File: config.mk
export PLATFORM = sky130hd
export DESIGN_NAME = fpnew_slice_result_arbiter
export DESIGN_NICKNAME = d
export VERILOG_FILES = /design/src/rtl/fpnew_pkg.sv /design/src/rtl/fpnew_rr_arbiter.sv /design/src/rtl/fpnew_slice_result_arbiter.sv
export SDC_FILE = /design/constraint.sdc
export NUM_CORES = 1
export LEC_CHECK = 0
export CORE_ASPECT_RATIO = 1.1
export CORE_MARGIN = 2
export CORE_UTILIZATION = 35
export CTS_BUF_LIST = sky130_fd_sc_hd__clkbuf_16
export DETAILED_ROUTE_END_ITERATION = 8
export GPL_ROUTABILITY_DRIVEN = 0
export PLACE_DENSITY = 0.81
export SYNTH_ARGS = -nofsm -noshare
export SYNTH_HDL_FRONTEND = slang
export SYNTH_SLANG_ARGS = --single-unit
File: constraint.sdc
create_clock -name clk_i -period 3.35 [get_ports clk_i]
set_input_delay 1.005 -clock clk_i [delete_from_list [all_inputs] [get_ports clk_i]]
set_output_delay 1.005 -clock clk_i [all_outputs]
set_load 0.01 [all_outputs]
File: src/rtl/fpnew_pkg.sv
// Shared FPnew types: IEEE exception flags reported with each result.
package fpnew_pkg;

    typedef struct packed {
        logic nv; // invalid operation
        logic dz; // divide by zero
        logic of; // overflow
        logic uf; // underflow
        logic nx; // inexact
    } status_t;

endpackage

File: src/rtl/fpnew_rr_arbiter.sv
// Round-robin grant: first requester at or after ptr_i, ascending with wrap.
module fpnew_rr_arbiter #(
    parameter int unsigned NumReq = 4,
    localparam int unsigned IdxW = $clog2(NumReq)
) (
    input  logic [NumReq-1:0] req_i,
    input  logic [IdxW-1:0]   ptr_i,
    output logic [NumReq-1:0] gnt_c,
    output logic [IdxW-1:0]   idx_c,
    output logic              any_c
);

    int unsigned      cand;
    logic [IdxW-1:0]  cand_idx;

    // Scan from the pointer; the first hit wins and masks the rest.
    always_comb begin
        gnt_c    = '0;
        idx_c    = '0;
        any_c    = 1'b0;
        cand     = 0;
        cand_idx = '0;
        for (int unsigned k = 0; k < NumReq; k++) begin
            cand     = (32'(ptr_i) + k) % NumReq;
            cand_idx = IdxW'(cand);
            if (!any_c && req_i[cand_idx]) begin
                any_c           = 1'b1;
                gnt_c[cand_idx] = 1'b1;
                idx_c           = cand_idx;
            end
        end
    end

endmodule

File: src/rtl/fpnew_slice_result_arbiter.sv
// Merges per-format slice results into one registered output stage.
module fpnew_slice_result_arbiter
    import fpnew_pkg::*;
#(
    parameter int unsigned NumSlices = 4,
    parameter int unsigned Width     = 32,
    parameter type         TagType   = logic,
    localparam int unsigned IdxW     = $clog2(NumSlices)
) (
    input  logic                            clk_i,
    input  logic                            rst_i,
    input  logic [NumSlices-1:0][Width-1:0] slice_result_i,
    input  status_t [NumSlices-1:0]         slice_status_i,
    input  logic [NumSlices-1:0]            slice_ext_bit_i,
    input  TagType                          slice_tag_i [NumSlices],
    input  logic [NumSlices-1:0]            slice_valid_i,
    output logic [NumSlices-1:0]            slice_ready_o,
    input  logic                            flush_i,
    output logic [Width-1:0]                result_o,
    output status_t                         status_o,
    output logic                            extension_bit_o,
    output TagType                          tag_o,
    output logic [IdxW-1:0]                 slice_idx_o,
    output logic                            out_valid_o,
    input  logic                            out_ready_i,
    output logic                            busy_o
);

    logic             out_valid_q, out_valid_d;
    logic [Width-1:0] result_q,    result_d;
    status_t          status_q,    status_d;
    logic             ext_q,       ext_d;
    TagType           tag_q,       tag_d;
    logic [IdxW-1:0]  idx_q,       idx_d;
    logic [IdxW-1:0]  ptr_q,       ptr_d;

    logic                 accept_c;
    logic                 arb_en_c;
    logic [NumSlices-1:0] req_c;
    logic [NumSlices-1:0] gnt_c;
    logic [IdxW-1:0]      gnt_idx_c;
    logic                 gnt_any_c;

    // Output stage can take a new result when empty or being drained.
    assign accept_c = ~out_valid_q | out_ready_i;
    assign arb_en_c = accept_c & ~flush_i & ~rst_i;
    assign req_c    = slice_valid_i & {NumSlices{arb_en_c}};

    fpnew_rr_arbiter #(
        .NumReq (NumSlices)
    ) i_rr_arbiter (
        .req_i (req_c),
        .ptr_i (ptr_q),
        .gnt_c (gnt_c),
        .idx_c (gnt_idx_c),
        .any_c (gnt_any_c)
    );

    assign slice_ready_o = gnt_c;

    // Next state: flush drops, grant captures, drain empties, else hold.
    always_comb begin
        out_valid_d = out_valid_q;
        result_d    = result_q;
        status_d    = status_q;
        ext_d       = ext_q;
        tag_d       = tag_q;
        idx_d       = idx_q;
        ptr_d       = ptr_q;
        if (flush_i) begin
            out_valid_d = 1'b0;
        end else if (gnt_any_c) begin
            out_valid_d = 1'b1;
            result_d    = slice_result_i[gnt_idx_c];
            status_d    = slice_status_i[gnt_idx_c];
            ext_d       = slice_ext_bit_i[gnt_idx_c];
            tag_d       = slice_tag_i[gnt_idx_c];
            idx_d       = gnt_idx_c;
            ptr_d       = (gnt_idx_c == IdxW'(NumSlices - 1)) ? '0
                                                              : gnt_idx_c + IdxW'(1);
        end else if (out_ready_i) begin
            out_valid_d = 1'b0;
        end
    end

    // Output register and round-robin pointer with synchronous reset.
    always_ff @(posedge clk_i) begin
        if (rst_i) begin
            out_valid_q <= 1'b0;
            result_q    <= '0;
            status_q    <= '0;
            ext_q       <= 1'b0;
            tag_q       <= '0;
            idx_q       <= '0;
            ptr_q       <= '0;
        end else begin
            out_valid_q <= out_valid_d;
            result_q    <= result_d;
            status_q    <= status_d;
            ext_q       <= ext_d;
            tag_q       <= tag_d;
            idx_q       <= idx_d;
            ptr_q       <= ptr_d;
        end
    end

    assign out_valid_o     = out_valid_q;
    assign busy_o          = out_valid_q;
    assign result_o        = result_q;
    assign status_o        = status_q;
    assign extension_bit_o = ext_q;
    assign tag_o           = tag_q;
    assign slice_idx_o     = idx_q;

endmodule

==> metrics <==
Setup TNS Final -0.790 ns; nets 687; initial core utilization 36.0%; overall routed net length 10200 um; vias in the first global route 3367; slowest CP cell mux4_2; CP startpoint slice_valid_i[2]; fin. max-slew vios 0; Worst Setup Start Kind input pin; DRT antenna net count 0; status finished, violations left; Clock Pin Slew Worst Setup and Hold Paths 0.06 ns; final setup margin -0.204 ns; diode count 0; maximum root-to-sink buffer count 2; asr flop ratio synth 0%; P per Cell Area 380 mW/mm^2; Ys Warns 0; total congestion overflow 0; final setup fails 4; CTS Sinks 44; Layout Utilization 69.0%; #FFs+latches synth 44; Core ar. 0.00787 mm^2; failing checks negative setup slack; Total GRT Usage 22.6%; initial antenna violation count 0; Area growth syn-to-layout 91.9%; Via density 5.20; Top delay family on crit path multiplexers; Synth area leader dfxtp_1; WP buf/inv 3; P_leak 2.04 nW; largest cells by area after synthesis dfxtp_1 31%, mux2i_1 30%, o221ai_1 12%, nand2_1 5.3%, buf_4 3.2%; first-pass GRT wire length 16400 um; Worst Clk Skew 0.00201 ns; maximum vdd drop 0.000225 V; TritonCTS clock tree done; Hold WC Path Type register to register; Mapped Cells 297; crit path cell chain buf_6, mux4_2, nor3_4, nand3_1, nor2_2, buf_4, a22oi_1, o21ai_1, buf_2; Synth cell types 34; Worst R2R Setup Slack 0.69 ns; RSZ-0062 raised after global routing yes; share of the synthesized area in the top cell type 31.1%; Setup crit end kind primary output; maximum capacitance violations 0; HPWL after detailed placement 7890 um; final hold violation count 0; Num CTS Buffers 5; Final period util 106%; Syn Nets 465; worst-path fanout max 3; top-count cell post-synth mux2i_1; TritonRoute pass-1 iters 5; Tmin final 3.55 ns; worst rel slew slack 37.1%; Max Clock Freq 281 MHz; worst slew pin tran 0.941 ns; ys flop type dfxtp_1; Top-Level Pins 211; Worst EP required 2.34 ns; Design Area, Final 0.00543 mm^2; total number of vias 3265; mean area per synthesized cell 9.53 um^2; Worst-Skew Late Latency 0.28 ns; sequential share of the synthesized area 31.1%; CP Data Arrival Time 2.55 ns; Tot Pwr 2.07 mW; Die X 89.7 um; WL/cell 16.3 um; dpl cell area 0.00517 mm^2; clock root cell clkbuf_16; I/O Buffers 210; hold path startpoint result_o[28]$_SDFFE_PP0P_; Synth Cell Area 0.00283 mm^2; 1st-iter DRT viols 120; row cnt 34; die height 98.3 um; largest net degree at the start of global routing 40; most frequent cells after synthesis 84 x mux2i_1, 44 x dfxtp_1, 40 x nand2_1; FF-to-FF Start ptr_q[0]$_SDFFE_PP0P_; WS Path Type input pin to primary output; Largest stage delay, worst path 0.53 ns; WHS 0.462 ns; htree depth 2; fraction of layout cells with a size suffix above 1 12.7%; EDFF count, synth 0; DRC 0; die area 0.00882 mm^2
-- worst reg2reg max path, cell delays in order (launching register included) --
cell	delay, ns
dfxtp_1	0.33
inv_1	0.08
ha_4	0.28
buf_4	0.14
mux2_1	0.33
a2111o_1	0.40
mux2i_4	0.25
buf_12	0.29
mux2i_1	0.28
o221ai_1	0.15
-- final timing paths --
kind         cells after the start                   endpoint
max                              9           slice_ready_o[3]
min                              2  result_o[28]$_SDFFE_PP0P_
max reg2reg                      9   result_o[5]$_SDFFE_PP0P_
min reg2reg                      2  result_o[28]$_SDFFE_PP0P_
-- sequential cells by signal, indices dropped and copies added, names as in the netlist --
name / count
busy_o: 1
result_o: 32
ptr_q: 2
status_o: 5
extension_bit_o: 1
slice_idx_o: 2
tag_o: 1
-- area by class of cell --
cell class	count	area (um^2)
tap	108	135
fill	606	2440
clock inverter	3	38.8
multi-input combinational	223	1890
timing repair buffer	242	2350
inverter	3	11.3
clock buffer	5	125
sequential	44	881
-- timing repair --
action                                  CTS  global route
gates resized for setup                  50             7
setup buffers                             4             3
endpoints found under the setup margin    4             4
hold buffers                              0             0
pin swaps                                10             9
endpoints found under the hold margin     0             0
gates cloned                              0             0
-- power by group --
part | switching (mW) | internal (mW)
Combinational | 0.352 | 0.519
Sequential | 0.0424 | 0.609
Clock | 0.196 | 0.348
-- cell usage in the layout, fill, tap and decap left out, types with 2 or more instances in the layout --
master	instances
buf_6	4
a21o_1	2
mux2i_4	2
a22oi_1	3
a211o_1	2
mux2i_1	82
mux2_1	2
o21ai_1	5
a22oi_2	5
clkdlybuf4s50_1	199
inv_1	4
clkbuf_16	5
buf_2	5
a21oi_1	4
nor2_1	6
ha_1	3
dfxtp_1	44
buf_4	29
nand2_1	40
buf_12	3
and2_1	4
o221ai_1	39
nand2b_1	2
nor2b_1	2
-- per-layer routing --
metal / up-vias / GRT usage (%) / routed length, um
met5: - / 0 / 0
met3: 12 / 6.02 / 653
met2: 141 / 44.4 / 5660
met1: 1534 / 23.5 / 3790
li1: 1578 / - / -
met4: 0 / 6.27 / 140
-- per-stage QoR --
stage / setup slack, ns / cells
after detailed placement: -0.922 / 613
after CTS: -0.206 / 625
final: -0.204 / 628
after floorplan: 0.0177 / 297
after global placement: -0.842 / 613
after global routing: -0.238 / 628
-- logic make-up after synthesis --
kind of cell,synth area share [%]
mux,31.3
compound gates,19.5
flops,31.1
simple gates,10.2
fa+ha+maj,1.77
buf+inv,6.19
(Power assumes the default switching activity.)
